### src/rtl/mult_pkg.sv
// Shared definitions for the sequential multiplier: FSM encodings and default operand width.
package mult_pkg;

    localparam int DEF_WIDTH = 4;

    typedef enum logic [1:0] {
        IDLE = 2'd0,
        CALC = 2'd1,
        DONE = 2'd2
    } state_t;

endpackage

### src/rtl/sign_mag_conv.sv
// Converts one operand to an unsigned magnitude plus sign bit; in unsigned mode the sign is 0.
module sign_mag_conv #(
    parameter int WIDTH = 4
) (
    input  logic [WIDTH-1:0] operand,
    input  logic             signed_mode,
    output logic [WIDTH-1:0] mag,
    output logic             sign
);

    // The most-negative value negates to itself, which is its correct unsigned magnitude.
    assign sign = signed_mode & operand[WIDTH-1];
    assign mag  = sign ? (~operand + 1'b1) : operand;

endmodule

### src/rtl/seq_multiplier.sv
// Shift-add multiplier: one iteration per clock, WIDTH iterations per result, start/done handshake.
module seq_multiplier
    import mult_pkg::*;
#(
    parameter int WIDTH = DEF_WIDTH
) (
    input  logic               clk,
    input  logic               rst_n,
    input  logic               start,
    input  logic [WIDTH-1:0]   a,
    input  logic [WIDTH-1:0]   b,
    input  logic               signed_mode,
    output logic               busy,
    output logic               done,
    output logic [2*WIDTH-1:0] product
);

    localparam int CW = $clog2(WIDTH);
    localparam int PW = 2 * WIDTH;

    state_t           state_reg;
    logic [CW-1:0]    cnt_reg;
    logic [WIDTH-1:0] mcand_reg;
    logic [PW:0]      acc_reg;
    logic             neg_reg;
    logic             busy_reg;
    logic             done_reg;
    logic [PW-1:0]    product_reg;

    logic [WIDTH-1:0] mag_a;
    logic [WIDTH-1:0] mag_b;
    logic             sign_a;
    logic             sign_b;
    logic [WIDTH:0]   sum_next;
    logic [PW:0]      acc_next;
    logic [PW-1:0]    result_next;

    sign_mag_conv #(.WIDTH(WIDTH)) u_conv_a (
        .operand     (a),
        .signed_mode (signed_mode),
        .mag         (mag_a),
        .sign        (sign_a)
    );

    sign_mag_conv #(.WIDTH(WIDTH)) u_conv_b (
        .operand     (b),
        .signed_mode (signed_mode),
        .mag         (mag_b),
        .sign        (sign_b)
    );

    // Accumulator layout is {carry, high half, low half}; the multiplier magnitude starts in the
    // low half and is consumed from bit 0 as the partial product shifts in from the top.
    always_comb begin
        sum_next    = acc_reg[PW:WIDTH] + (acc_reg[0] ? {1'b0, mcand_reg} : '0);
        acc_next    = {1'b0, sum_next, acc_reg[WIDTH-1:1]};
        result_next = neg_reg ? (~acc_next[PW-1:0] + 1'b1) : acc_next[PW-1:0];
    end

    always_ff @(posedge clk or negedge rst_n) begin
        if (!rst_n) begin
            state_reg   <= IDLE;
            cnt_reg     <= '0;
            mcand_reg   <= '0;
            acc_reg     <= '0;
            neg_reg     <= 1'b0;
            busy_reg    <= 1'b0;
            done_reg    <= 1'b0;
            product_reg <= '0;
        end else begin
            done_reg <= 1'b0;
            case (state_reg)
                IDLE, DONE: begin
                    if (start) begin
                        mcand_reg <= mag_a;
                        acc_reg   <= {{(WIDTH + 1){1'b0}}, mag_b};
                        neg_reg   <= sign_a ^ sign_b;
                        cnt_reg   <= '0;
                        busy_reg  <= 1'b1;
                        state_reg <= CALC;
                    end else begin
                        state_reg <= IDLE;
                    end
                end
                CALC: begin
                    acc_reg <= acc_next;
                    cnt_reg <= cnt_reg + 1'b1;
                    if (cnt_reg == CW'(WIDTH - 1)) begin
                        product_reg <= result_next;
                        busy_reg    <= 1'b0;
                        done_reg    <= 1'b1;
                        cnt_reg     <= '0;
                        state_reg   <= DONE;
                    end
                end
                default: begin
                    busy_reg  <= 1'b0;
                    state_reg <= IDLE;
                end
            endcase
        end
    end

    assign busy    = busy_reg;
    assign done    = done_reg;
    assign product = product_reg;

endmodule

### config.mk
export PLATFORM = sky130hd
export DESIGN_NAME = seq_multiplier
export DESIGN_NICKNAME = d
export VERILOG_FILES = /design/src/rtl/mult_pkg.sv /design/src/rtl/sign_mag_conv.sv /design/src/rtl/seq_multiplier.sv
export SDC_FILE = /design/constraint.sdc
export NUM_CORES = 1
export LEC_CHECK = 0
export CAP_MARGIN = 20
export CORE_ASPECT_RATIO = 0.8
export CORE_UTILIZATION = 56
export CTS_BUF_LIST = sky130_fd_sc_hd__clkbuf_8
export CTS_CLUSTER_SIZE = 10
export DETAILED_ROUTE_END_ITERATION = 12
export PLACE_DENSITY = 0.84
export SLEW_MARGIN = 20
export SYNTH_ARGS = -nofsm -noshare
export SYNTH_HDL_FRONTEND = slang
export SYNTH_HIERARCHICAL = 1
export SYNTH_SLANG_ARGS = --single-unit
### constraint.sdc
create_clock -name clk -period 2.65 [get_ports clk]
set_input_delay 0.53 -clock clk [delete_from_list [all_inputs] [get_ports clk]]
set_output_delay 0.53 -clock clk [all_outputs]
set_load 0.03 [all_outputs]
# == Word-level counts from Yosys, hierarchy flattened ==
# Cells that the tools add are included.
# word_totals
out_inout_bits,10
latch_bits,0
mem_bits_rw,0
elab_cells,48
memories,0
inputBits,12
romBits,0
regBits,28
# classes
n_mul,0
bitwise_logic,6
n_reduce_logical,7
eq_ne,5
div_mod_pow,0
n_lt_le_gt_ge,0
n_mux,17
shifts,0
addsub,5
# ops
operator,n
$pmux 9 s2,1
$mux 4,3
$mux 9,1
$add 4x1->4 const B,2
$add 8x1->8 const B,1
$mux 8,1
$not 4->4,2
$not 8->8,1
$pmux 2 s2,2
$reduce_and 2->1,4
$mux 2,3
$add 5x4->5,1
$mux 1,5
$eq 2x2->1 const B,2
$ne 2x2->1 const B,2
$add 2x1->2 const B,1
$and 1x1->1,2
$eq 2x1->1 const B,1
$logic_not 2->1,1
$pmux 1 s2,1
$reduce_bool 2->1,1
$reduce_or 2->1,1
$xor 1x1->1,1

# == Logic depth before layout (Yosys ltp) ==
# Gate-level depths: netlist of run 1.
# depth
depth_word,5
ltp_mapped,7
mapped_depth_nobuf,7

# == Modules after synthesis ==
# The synthesis of run 1 kept the hierarchy.
# modules_own_cells
module,n_inst,cells_per_inst,area_each_um2,seq_area_each_um2
seq_multiplier,1,135,1410.1,675.6
sign_mag_conv,2,11,73.8,0.0

# == Worst setup path after synthesis of run 1 ==
# Ideal clock, no wire load.
# synth_path
kind,register to register
start,register acc_reg[0]
end,register product_reg[7] (netlist: product[7])
n_path_buf,0
path_stages_with_launch,7
t_arrival_ns,2.117
slack_ns,0.400
setup_time_ns,0.132
required_ns,2.518
synth_period_minus_slack_ns,2.250
path_cell_list,dfrtp_1 > and2_1 > ha_1 > fa_1 > or4_4 > a222oi_1 > nand3_1
# synth_between
elab_chain_cells,5
# synth_lines
item,line,source
"start, declared",seq_multiplier.sv:24,logic [PW:0] acc_reg;
"start signal, assigned",seq_multiplier.sv:76,"acc_reg <= {{(WIDTH + 1){1'b0}}, mag_b};"
"start signal, assigned",seq_multiplier.sv:86,acc_reg <= acc_next;
$mux 4 (*),seq_multiplier.sv:55,"sum_next = acc_reg[PW:WIDTH] + (acc_reg[0] ? {1'b0, mcand_reg} : '0);"
$add 5x4->5 (*),seq_multiplier.sv:55,
$not 8->8,seq_multiplier.sv:57,result_next = neg_reg ? (~acc_next[PW-1:0] + 1'b1) : acc_next[PW-1:0];
$add 8x1->8,seq_multiplier.sv:57,
$mux 8 (*),seq_multiplier.sv:57,
"end signal, assigned",seq_multiplier.sv:89,product_reg <= result_next;
"end, declared",seq_multiplier.sv:28,logic [PW-1:0] product_reg;
# Every way passes the cells marked *; elsewhere a longest branch is shown, timed or not.
# A chain may end at the register's enable or synchronous reset.

# == Worst setup path after layout of run 1 ==
# Same ends and word-level chain as after synthesis.

==> impl_metrics.py, run 1 <==
metrics = {
    "outcome": {
        "status": "completed",
    },
    "critical_path": {
        "cp.arrival_ns": 2.56,
        "worstPathRequired_ns": 2.80,
        "critical_path.startpoint": "acc_reg[0]",
        "crit_fanout": 5,
        "r2r_end": "product[7]",
        "crit_path_end_kind": "flip-flop",
        "crit-reg2reg-launch": "acc_reg[0]",
        "r2r_cells": 6,
        "setup.worst_path.start_class": "flip-flop",
        "path_class": "flip-flop to flip-flop",
        "r2r_slack_ns": 0.25,
    },
    "place": {
        "portBuffers": 21,
        "post-place-cells": 207,
        "place.gp.congestion": 0.814,
        "place_ws_ns": 0.299,
        "dp_hpwl_um": 2330,
    },
    "timing": {
        "clock.fmax_mhz": 416,
        "fin_tns_setup_ns": 0,
        "worstMarginPinSlew_ns": 0.578,
        "fin_ws_ns": 0.249,
        "slew_violations": 0,
        "relSlewSlack_pct": 61.4,
        "min_period_ns": 2.40,
        "rsz0062_at_grt": "no",
        "setup_viol": 0,
        "fin_crit_sh_pct": 90.6,
        "finalHoldViolCount": 0,
        "finalClockSkew_ns": 0.00642,
    },
    "power_and_ir_drop": {
        "p_per_area_mw_per_mm2": 1210,
        "finalPower_mw": 2.22,
        "leakage_nw": 0.859,
        "peakVddDrop_mv": 0.479,
    },
    "floorplan": {
        "coreArea_mm2": 0.00254,
        "ios": 22,
        "die_h_um": 49.2,
        "die_area_mm2": 0.00300,
        "initial_utilization_pct": 61.3,
        "rows": 16,
        "die_x_um": 61.0,
    },
    "layout": {
        "fin_nets": 197,
        "num_antenna_cells": 0,
        "layout-drive-gt1-share_pct": 10.3,
        "fill_cells": 204,
        "area_delta_synth_final_pct": 17.6,
        "fin_cells": 211,
    },
    "global_routing": {
        "grt_pass1_vias": 1251,
        "grtUsageMet2_pct": 40.1,
        "gr-usage-met3_pct": 5.57,
        "busiest_layer": "met2",
        "grt_use_total_pct": 23.1,
        "antenna_found_initial": 0,
        "grt_overflow": 0,
        "grt_util_met1_pct": 26.5,
        "grt_pass1_wl_um": 5130,
        "grt_start_max_net_pins": 28,
    },
    "drt": {
        "vias": 1196,
        "drt-wirelength-per-cell_um": 14.2,
        "drt-total-wl_um": 3010,
        "drc_errors": 0,
        "antenna_left": 0,
        "first_pass_iters": 4,
        "viasPerCell": 5.67,
        "first_iter_violations": 60,
    },
    "min_path": {
        "min_path_cells": 2,
        "min-delay-start": "product[4]",
        "worstHoldEndpoint": "product[4]",
        "hold_path.class": "flip-flop to flip-flop",
    },
    "yosys": {
        "syn_nets": 178,
        "yosys-top-cells-area": "dfrtp_1 43%, ha_1 6.4%, mux2_2 5.8%, nand2_1 3.4%, and2_1 3.2%",
        "ys_top_cells_by_count": "27 x dfrtp_1, 14 x nand2_1, 10 x o21ai_0",
        "ys_seq_area_share_pct": 43.4,
        "yosys_warnings": 6,
        "yosys_register_bits": 27,
        "yosysUniqueCellTypes": 36,
        "synth.avg_cell_area_um2": 9.92,
        "yosysTopAreaCell": "dfrtp_1",
        "synth_edf_count": 0,
        "synth_most_common_cell": "dfrtp_1",
        "yosys.area.top_type_share_pct": 43.4,
        "synthCells": 157,
        "synth-main-ff-cell": "dfrtp_1",
        "synthArstFlopShare_pct": 100,
        "syn-cell-area_mm2": 0.00156,
    },
    "clocking": {
        "cts_setup_buffers": 0,
        "h-tree-depth": 1,
        "clock-sinks": 27,
        "worstSkewPairLatency_ns": 0.28,
        "cts_buffer_depth": 2,
        "cts_buffers": 3,
        "post_cts_resized": 0,
        "clk_pin_slew_ns": 0.09,
        "cts-root-buf": "clkbuf_8",
        "cts_tree": "yes",
        "ctsHoldBuffers": 0,
    },
    "flow_run": {
        "maxCapViolCount": 0,
    },
}
worst max-delay path by stage:
stage	depth (start not counted)	slack (ns)	endpoint
after floorplan	6	0.40	product[7]
after global placement	6	0.34	product[7]
after detailed placement	6	0.30	product[7]
after CTS	6	0.29	product[7]
after global routing	6	0.20	product[7]
final	6	0.25	product[7]
where the power goes:
| part | switching [mW] | total (mW) | leakage, nW | internal, mW |
|---|---|---|---|---|
| Clock | 0.129 | 0.235 | 0.0255 | 0.106 |
| Sequential | 0.167 | 0.769 | 0.333 | 0.602 |
| Combinational | 0.647 | 1.22 | 0.501 | 0.573 |
critical path: stages, from the launching register on:
cell and delay, ns:
dfrtp_1 0.41, and2_1 0.15, ha_1 0.20, fa_1 0.53
or4_4 0.57, a222oi_1 0.31, nand3_1 0.12
routing by layer:
layer	wire length, µm	vias up
li1	-	587
met1	1370	563
met2	1450	38
met3	123	8
met4	61	0
met5	0	-
stage by stage:
stage / cell area, µm² / hold WS (ns) / utilization (%)
after floorplan: 1560 / 0.234 / -
after CTS: 1830 / 0.489 / 72.0
final: 1830 / 0.481 / 72.0
after global placement: 1790 / 0.462 / 70.2
after detailed placement: 1790 / 0.469 / 70.2
after global routing: 1830 / 0.528 / 72.0
cell families (layout without fill, tap and decap cells):
kind of cell,Yosys count,after routing,synth area share (%)
AO/OA/AOI/OAI,33,33,13.7
XOR/XNOR,9,9,5.94
adder cells (fa/ha/maj),9,9,7.71
buffers and inverters,18,36,4.90
flip-flops,27,27,43.4
multiplexers,9,9,6.43
AND/OR/NAND/NOR,52,52,17.9
cell type report:
cell class / instances / area, µm² / share of cell area, %
Clock buffer: 3 / 41.3 / 2.25
Clock inverter: 1 / 5.00 / 0.273
Inverter: 9 / 33.8 / 1.84
Multi-Input combinational cell: 112 / 806 / 44.0
Sequential cell: 27 / 676 / 36.9
Tap cell: 36 / 45.0 / 2.46
Timing Repair Buffer: 23 / 225 / 12.3
layout by cell type (no fill, tap or decap), drive strengths merged:
cell           netlist  final
a211o                1      1
a21o                 2      2
a21oi                2      2
a222oi               1      1
a22o                 3      3
a31oi                3      3
and2                 8      8
and3                 1      1
and4                 1      1
buf                  3      2
clkbuf               6      3
clkdlybuf4s50        0     21
clkinv               0      1
dfrtp               27     27
fa                   1      1
ha                   8      8
inv                  9      9
mux2                 8      8
mux2i                1      1
nand2               14     14
nand2b               3      3
nand3                7      7
nand3b               4      4
nor2                 9      9
nor2b                1      1
o21ai               12     12
o22ai                4      4
o31a                 1      1
o31ai                4      4
or3                  2      2
or3b                 1      1
or4                  1      1
xnor2                4      4
xnor3                1      1
xor2                 4      4
Note: power is estimated with default switching activity, not from simulation.
==> inputs of run 2 (changes only) <==
--- a/config.mk
+++ b/config.mk
@@ -5,7 +5,6 @@
 export SDC_FILE = /design/constraint.sdc
 export NUM_CORES = 1
 export LEC_CHECK = 0
-export CAP_MARGIN = 20
 export CORE_ASPECT_RATIO = 0.8
 export CORE_UTILIZATION = 56
 export CTS_BUF_LIST = sky130_fd_sc_hd__clkbuf_8
==> results of run 2 <==
No change in the layout: final DEF, timing and power equal those of run 1.
